===== config.mk =====
export PLATFORM = sky130hd
export DESIGN_NAME = frame_tx_sched
export DESIGN_NICKNAME = d
export VERILOG_FILES = /design/src/rtl/frame_pkg.sv /design/src/rtl/row_parity_acc.sv /design/src/rtl/frame_tx_sched.sv
export SDC_FILE = /design/constraint.sdc
export NUM_CORES = 1
export LEC_CHECK = 0
export BUFFER_PORTS_ARGS = -buffer_cell sky130_fd_sc_hd__buf_2
export CORE_MARGIN = 2
export CORE_UTILIZATION = 35
export CTS_BUF_LIST = sky130_fd_sc_hd__clkbuf_2
export DETAILED_ROUTE_END_ITERATION = 10
export GPL_ROUTABILITY_DRIVEN = 0
export PLACE_DENSITY = 0.68
export SLEW_MARGIN = 25
export SYNTH_ARGS = -nofsm -noshare
export SYNTH_HDL_FRONTEND = slang
export SYNTH_SLANG_ARGS = --single-unit

===== constraint.sdc =====
create_clock -name i_clk -period 3.6 [get_ports i_clk]
set_clock_uncertainty 0.2 [all_clocks]
set_input_delay 0 -clock i_clk [delete_from_list [all_inputs] [get_ports i_clk]]
set_output_delay 0 -clock i_clk [all_outputs]
set_load 0.005 [all_outputs]

===== src/rtl/frame_pkg.sv =====
`default_nettype none
// ============================================================================
//  Module      : frame_pkg
//  Description : Shared frame geometry, FSM state encodings and the column
//                classifier used by frame_tx_sched and row_parity_acc.
//  Revision    : 1.0  initial release
// ============================================================================
package frame_pkg;

    localparam int ROW_W  = 2;
    localparam int COL_W  = 11;
    localparam int DATA_W = 8;
    localparam int CNT_W  = 16;

    // Frame geometry: 4 rows of 16 OH + 1024 payload + 1 parity column
    localparam int              FRAME_ROWS = 4;
    localparam logic [COL_W-1:0] OH_COLS   = 11'd16;
    localparam logic [COL_W-1:0] LAST_COL  = 11'd1040;
    localparam logic [ROW_W-1:0] LAST_ROW  = ROW_W'(FRAME_ROWS - 1);

    typedef enum logic [1:0] {
        ST_IDLE = 2'd0,
        ST_SYNC = 2'd1,
        ST_RUN  = 2'd2,
        ST_HOLD = 2'd3
    } state_t;

    typedef enum logic [1:0] {
        COL_OH      = 2'd0,
        COL_PAYLOAD = 2'd1,
        COL_PARITY  = 2'd2,
        COL_NONE    = 2'd3
    } col_class_t;

    // Payload spans OH_COLS..LAST_COL-1; anything past LAST_COL is unused
    function automatic col_class_t classify_col(input logic [COL_W-1:0] col);
        if (col < OH_COLS) begin
            return COL_OH;
        end else if (col < LAST_COL) begin
            return COL_PAYLOAD;
        end else if (col == LAST_COL) begin
            return COL_PARITY;
        end else begin
            return COL_NONE;
        end
    endfunction

endpackage : frame_pkg
`default_nettype wire


===== src/rtl/row_parity_acc.sv =====
`default_nettype none
// ============================================================================
//  Module      : row_parity_acc
//  Description : Running XOR of one row's payload bytes. Only compiled when
//                FRAME_TX_PARITY_EN is defined.
//  Revision    : 1.0  initial release
// ============================================================================
`ifdef FRAME_TX_PARITY_EN
module row_parity_acc
    import frame_pkg::*;
(
    input  logic              i_clk,
    input  logic              i_rst,
    input  logic              i_clear,
    input  logic              i_accum,
    input  logic [DATA_W-1:0] i_data,
    output logic [DATA_W-1:0] o_parity
);

    logic [DATA_W-1:0] r_acc;

    // Clear at the start of each row, fold in every accepted payload byte
    always_ff @(posedge i_clk) begin
        if (i_rst || i_clear) begin
            r_acc <= '0;
        end else if (i_accum) begin
            r_acc <= r_acc ^ i_data;
        end
    end

    assign o_parity = r_acc;

endmodule : row_parity_acc
`endif
`default_nettype wire


===== src/rtl/frame_tx_sched.sv =====
`default_nettype none
// ============================================================================
//  Module      : frame_tx_sched
//  Description : Frame transmit scheduler. Sequences an external frame
//                position counter, muxes overhead / payload / parity bytes
//                into a registered line stream and keeps status counters.
//                Define FRAME_TX_PARITY_EN to carry a real row parity byte;
//                otherwise the parity column carries 0x00.
//  Revision    : 1.0  initial release
// ============================================================================
module frame_tx_sched
    import frame_pkg::*;
(
    input  logic              i_clk,
    input  logic              i_rst,
    input  logic              i_enable,
    input  logic              i_line_retrans_req,
    input  logic [DATA_W-1:0] i_oh_data,
    output logic              o_oh_rd,
    input  logic [DATA_W-1:0] i_pl_data,
    input  logic              i_pl_valid,
    output logic              o_pl_ready,
    output logic              o_fpc_rst,
    output logic              o_fpc_enable,
    output logic              o_fpc_valid,
    input  logic [ROW_W-1:0]  i_row_cnt,
    input  logic [COL_W-1:0]  i_col_cnt,
    output logic [DATA_W-1:0] o_tx_data,
    output logic              o_tx_valid,
    output logic              o_tx_sof,
    output logic              o_tx_eol,
    output logic [CNT_W-1:0]  o_frame_cnt,
    output logic [CNT_W-1:0]  o_underrun_cnt,
    output logic              o_busy
);

    state_t            r_state;
    state_t            w_state_next;
    col_class_t        w_col_class;
    logic              w_run_go;
    logic              w_is_oh;
    logic              w_is_payload;
    logic              w_is_parity;
    logic              w_beat;
    logic              w_underrun;
    logic              w_eof_beat;
    logic              w_row_start;
    logic [DATA_W-1:0] w_beat_data;
    logic [DATA_W-1:0] w_parity;

    logic [DATA_W-1:0] r_tx_data;
    logic              r_tx_valid;
    logic              r_tx_sof;
    logic              r_tx_eol;
    logic [CNT_W-1:0]  r_frame_cnt;
    logic [CNT_W-1:0]  r_underrun_cnt;

    // Column decode; a retrans request suppresses every strobe in the same cycle
    assign w_col_class  = classify_col(i_col_cnt);
    assign w_run_go     = (r_state == ST_RUN) && !i_line_retrans_req && !i_rst;
    assign w_is_oh      = w_run_go && (w_col_class == COL_OH);
    assign w_is_payload = w_run_go && (w_col_class == COL_PAYLOAD);
    assign w_is_parity  = w_run_go && (w_col_class == COL_PARITY);
    assign w_beat       = w_is_oh || w_is_parity || (w_is_payload && i_pl_valid);
    assign w_underrun   = w_is_payload && !i_pl_valid;
    assign w_eof_beat   = w_is_parity && (i_row_cnt == LAST_ROW);
    assign w_row_start  = w_is_oh && (i_col_cnt == '0);

    // Counter handshake is purely combinational so the counter never lags
    assign o_oh_rd      = w_is_oh;
    assign o_pl_ready   = w_is_payload;
    assign o_fpc_valid  = w_beat;
    assign o_fpc_enable = w_run_go;
    assign o_fpc_rst    = i_rst || (r_state == ST_SYNC);
    assign o_busy       = (r_state != ST_IDLE);

`ifdef FRAME_TX_PARITY_EN
    row_parity_acc u_row_parity_acc (
        .i_clk    (i_clk),
        .i_rst    (i_rst),
        .i_clear  (w_row_start),
        .i_accum  (w_is_payload && i_pl_valid),
        .i_data   (i_pl_data),
        .o_parity (w_parity)
    );
`else
    assign w_parity = '0;
`endif

    // Select the byte carried by this cycle's beat
    always_comb begin
        w_beat_data = '0;
        if (w_is_oh) begin
            w_beat_data = i_oh_data;
        end else if (w_is_payload) begin
            w_beat_data = i_pl_data;
        end else if (w_is_parity) begin
            w_beat_data = w_parity;
        end
    end

    // State register
    always_ff @(posedge i_clk) begin
        if (i_rst) begin
            r_state <= ST_IDLE;
        end else begin
            r_state <= w_state_next;
        end
    end

    // Next state: retrans wins over end-of-frame; a dropped enable ends at frame end
    always_comb begin
        w_state_next = r_state;
        case (r_state)
            ST_IDLE: begin
                if (i_enable) begin
                    w_state_next = ST_SYNC;
                end
            end
            ST_SYNC: begin
                w_state_next = ST_RUN;
            end
            ST_RUN: begin
                if (i_line_retrans_req) begin
                    w_state_next = ST_HOLD;
                end else if (w_eof_beat && !i_enable) begin
                    w_state_next = ST_IDLE;
                end
            end
            ST_HOLD: begin
                if (!i_line_retrans_req) begin
                    w_state_next = ST_RUN;
                end
            end
            default: begin
                w_state_next = ST_IDLE;
            end
        endcase
    end

    // Line stream register stage and status counters
    always_ff @(posedge i_clk) begin
        if (i_rst) begin
            r_tx_data      <= '0;
            r_tx_valid     <= 1'b0;
            r_tx_sof       <= 1'b0;
            r_tx_eol       <= 1'b0;
            r_frame_cnt    <= '0;
            r_underrun_cnt <= '0;
        end else begin
            r_tx_data  <= w_beat ? w_beat_data : '0;
            r_tx_valid <= w_beat;
            r_tx_sof   <= w_row_start && (i_row_cnt == '0);
            r_tx_eol   <= w_is_parity;
            if (w_eof_beat) begin
                r_frame_cnt <= r_frame_cnt + 1'b1;
            end
            if (w_underrun && (r_underrun_cnt != '1)) begin
                r_underrun_cnt <= r_underrun_cnt + 1'b1;
            end
        end
    end

    assign o_tx_data      = r_tx_data;
    assign o_tx_valid     = r_tx_valid;
    assign o_tx_sof       = r_tx_sof;
    assign o_tx_eol       = r_tx_eol;
    assign o_frame_cnt    = r_frame_cnt;
    assign o_underrun_cnt = r_underrun_cnt;

endmodule : frame_tx_sched
`default_nettype wire


Word level (Yosys, flattened, before mapping)
Index checks and enable logic that the tools add are counted.

storage, ports and cells
  bits in registers = 45
  logic and storage cells = 59
  input bits = 34
  output and inout port bits = 49

cells by class
  reduce and logical (&&, ||, !) cells = 26
  bitwise operators = 1
  multiplexer cells = 10
  $add $sub $neg = 2
  $lt $le $gt $ge = 2
  eq/ne operators = 11

operator list
  cell                                                 count
  adder 16 x 1 -> 16 bit, second input constant        2
  two-way mux 8 bit                                    2
  != test 16 bit, second input constant                1
  logical AND 1 bit                                    12
  two-way mux 2 bit                                    6
  equality test 11 bit, second input constant          1
  zero test 11 bit                                     1
  < comparator 11 bit, second input constant           1
  < comparator 11 x 5 -> 1 bit, second input constant  1
  equality test 2 bit, second input constant           4
  one-hot mux 2 bit (4 select lines)                   1
  zero test 2 bit                                      3
  equality test 2 x 1 -> 1 bit, second input constant  2
  zero test 1 bit                                      4
  != test 2 bit, second input constant                 2
  logical OR 1 bit                                     3
  != test 3 x 2 -> 1 bit, second input constant        1
  AND reduction 3 bit                                  1
  nonzero test 2 bit                                   1
  OR reduction 2 bit                                   1
  two-way mux 1 bit                                    1
  NOT 1 bit                                            1

Depth between registers and ports, before layout
  depth in word-level cells = 11
  gate-level depth with buffers = 8
  gate-level depth less buffers = 6

Worst setup path before layout
Ideal clock, no wire load.

  kind = flip-flop to flip-flop
  from = register r_state[0]
  to = register r_frame_cnt[15], in the netlist o_frame_cnt[15]
  period minus slack after synthesis = 2.609 ns
  cell stages (with the launch flop) = 7
  library setup time = 0.070 ns
  data required time = 3.330 ns
  slack = 0.991 ns
  buffers on the path = 1
  arrival time = 2.339 ns
  cells stage by stage = dfxtp_1 > or4b_1 > or3_1 > buf_2 > or4_1 > or3_1 > a21oi_1

between the ends
  word-level cells in the longest chain between the ends = 5

RTL lines
  item                            line                   RTL
  start, declared                 frame_tx_sched.sv:37   state_t r_state;
  start signal, assigned          frame_tx_sched.sv:107  r_state <= w_state_next;
  equality test 2 bit             frame_tx_sched.sv:60   assign w_run_go = (r_state == ST_RUN) && !i_line_retrans_req && !i_rst;
  logical AND 1 bit (2 in a row)  frame_tx_sched.sv:60
  logical AND 1 bit               frame_tx_sched.sv:63   assign w_is_parity = w_run_go && (w_col_class == COL_PARITY);
  logical AND 1 bit               frame_tx_sched.sv:66   assign w_eof_beat = w_is_parity && (i_row_cnt == LAST_ROW);
  end signal, assigned            frame_tx_sched.sv:156  r_frame_cnt <= r_frame_cnt + 1'b1;
  end, declared                   frame_tx_sched.sv:55   logic [CNT_W-1:0] r_frame_cnt;

No other way between the ends.
A chain may end at the register's enable or synchronous reset.

Worst setup path in the final report
  from = register r_state[0]
  to = register r_frame_cnt[2], in the netlist o_frame_cnt[2]

Same word-level chain as after synthesis.

==> impl_metrics.yaml <==
critical_path:
  crit_type: "reg -> reg"
  required_ns: 3.72
  path_max_fanout: 5
  cp-end-kind: "register"
  arrival_ns: 3.36
  slowest_stage: "or4b_1"
  path_common_cell: "dlygate4sd3_1"
  crit_path_cell_trace: "or4b_1, nor3_1, nand4_1, dlygate4sd3_1, xor2_1, nor2_1, dlygate4sd3_1"
  cp-start-kind: "register"
  slowest_delay_ns: 0.62
timing:
  final_hold_viol_count: 0
  period_minus_slack_ns: 3.238
  drv_slew: 0
  min_period_over_period_pct: 89.94
  layout_setup_ws_ns: 0.3621
  slew-limit-headroom_pct: 47.90
  whs_ns: 0.02254
  fmaxAchievable_ghz: 0.3088
  rsz0062_at_grt: "no"
  setup_tns_ns: 0
  worst_pin_slew_ns: 0.7763
  setup_viol: 0
pwr:
  p_comb_share_pct: 8.9
  internal_power_w: 0.0005820
  p_leak_nw: 1.232
  swShare_pct: 24.22
  p_sw_w: 0.0001860
  clkPwrFrac_pct: 25.6
  seqPwrFrac_pct: 65.6
  ir_drop_mv: 0.1139
  p_per_area_mw_per_mm2: 259.1
detailed_routing:
  num_vias: 2295
  drt_iter0_drc: 72
  firstDrtPassIters: 4
  drc: 0
  routed_wl_um: 5606
  final_antenna_net_count: 0
  vias_per_cell: 5.252
  wl_per_cell_um: 12.83
yosys:
  yosysTopAreaCellShare_pct: 42.40
  synth.net_count: 285
  yosysMostFrequentCell: "dfxtp_1"
  synthTopCellsByArea: "dfxtp_1 42%, nor2_1 5.1%, a21oi_1 3.8%"
  synth_edf_count: 0
  syn_inst: 249
  synth.distinct_cells: 43
  ys_warn_count: 0
  synthTopCellsByCount: "45 x dfxtp_1, 29 x nor2_1, 16 x a21oi_1, 11 x nand2_1, 11 x nand3_1"
  ys_seq_area_share_pct: 42.40
  synth.avg_cell_area_um2: 8.532
  syn_area_mm2: 0.002125
  yosys.area.top_type: "dfxtp_1"
  synth-main-ff-cell: "dfxtp_1"
  synth-seq-cells: 45
  ys_async_sr_fraction_pct: 0
global_routing:
  antenna_found_initial: 0
  grt_start_max_net_pins: 41
  grt_pass1_wl_um: 9066
  track_usage_pct: 17.32
  overflow: 0
  grt_pass1_vias: 2174
cells_and_area:
  drive_above_1_share_pct: 27.90
  diodes: 0
  syn2layout_area_growth_pct: 39.52
  final_util_pct: 50.36
  num-fill-cells: 585
  nNetsFinal: 398
cts:
  clockRootBuffer: "clkbuf_2"
  cts_buffer_depth: 2
  path_clk_slew_ns: 0.21
  cts_inserted_buffers: 5
  cts.sinks: 45
  post_cts_buffers: 0
  clk_latency_ns: 0.40
  htreeDepth: 2
  cts_tree: "yes"
placement:
  dp_slack_ns: 0.8484
  dp_hpwl_um: 3906
  portBuffers: 82
min_path:
  hp-class: "in -> reg"
die:
  fp-row-count: 28
  die_y_um: 81.91
  coreArea_mm2: 0.005886
  die_area_mm2: 0.006709
  initial_core_util_pct: 36.10
  ios: 83
  die_x_um: 81.91
status:
  status: "finished, final reports clean"
run:
  cap_viol_max_count: 0
kinds of logic (layout without fill, tap and decap cells):
group / after synthesis / in the layout / synth area share (%)
xor gates and xnor gates: 8 / 8 / 3.298
and+or+nand+nor: 118 / 118 / 30.68
DFF: 45 / 45 / 42.40
muxes: 5 / 5 / 2.532
AOI/OAI and AO/OA: 53 / 53 / 16.25
buffers and inverters: 18 / 131 / 3.652
adders and majority gates: 2 / 2 / 1.178
final cells by class:
cell class	instances	area, um2	area share, %
clock inverters	2	11.26	0.3799
well taps	75	93.84	3.166
inverters	7	26.28	0.8865
flip-flops and latches	45	900.9	30.39
repair buffers	117	755.7	25.50
clock buffers	5	25.02	0.8442
multi-input cells	186	1151	38.83
sequential cells by signal, summed over array words and instances, names as in the netlist:
name            flops
o_frame_cnt        16
o_underrun_cnt     16
o_tx_data           8
r_state             2
o_tx_eol            1
o_tx_sof            1
o_tx_valid          1
metrics by stage:
stage / instance area, um2 / total power (W) / cells
floorplan: 2125 / 0.0005323 / 249
global placement: 2597 / 0.0005602 / 397
detailed placement: 2597 / 0.0005610 / 397
CTS: 2964 / 0.0007765 / 437
global route: 2964 / 0.0008006 / 437
finish: 2964 / 0.0007680 / 437
path summary, 6_finish.rpt:
path | end | start | slack, ns | cells after the start
worst max-delay path | o_frame_cnt[2]$_SDFFE_PP0P_ | r_state[0]$_SDFFE_PP0P_ | 0.36 | 7
worst min-delay path | o_frame_cnt[0]$_SDFFE_PP0P_ | i_row_cnt[1] | 0.02 | 5
worst max register to register | o_frame_cnt[2]$_SDFFE_PP0P_ | r_state[0]$_SDFFE_PP0P_ | 0.36 | 7
worst min register to register | o_frame_cnt[15]$_SDFFE_PP0P_ | o_frame_cnt[15]$_SDFFE_PP0P_ | 0.31 | 2
critical path, delay by kind of cell, from the launching register on:
| kind | cells | cell delay, ns |
|---|---|---|
| flops | 1 | 0.38 |
| simple gates | 4 | 1.27 |
| buf+inv | 2 | 1.16 |
| xor+xnor | 1 | 0.15 |
placed cells by master, fill, tap and decap left out, types with 6 or more instances in the layout:
cell type / instances
buf_2: 82
dfxtp_1: 45
dlygate4sd3_1: 33
nor2_1: 29
a21oi_1: 16
nand3_1: 11
nand2_1: 11
or4_1: 9
or3_1: 9
nor4_1: 9
nand4_1: 9
a22oi_1: 9
and3_1: 8
o21ai_0: 8
inv_1: 7
o31ai_1: 6
power groups by stage:
stage | logic [W] | clock network [W] | registers, W
3_5_place_dp | 0.0000479 | 0 | 0.000513
4_1_cts | 0.0000669 | 0.000206 | 0.000504
5_1_grt | 0.0000753 | 0.000221 | 0.000504
2_1_floorplan | 0.0000196 | 0 | 0.000513
3_3_place_gp | 0.0000474 | 0 | 0.000513
6_report | 0.0000680 | 0.000196 | 0.000504
repair_timing:
action	CTS	global route
hold buffers	33	0
endpoints found under the hold margin	41	0
gates resized for setup	0	0
routing by layer:
metal	part of all wire [%]	GRT usage [%]
met1	45	19.82
met2	49	31.46
met3	5.3	3.626
met4	1.5	6.333
met5	0	0
(Power assumes the default switching activity.)
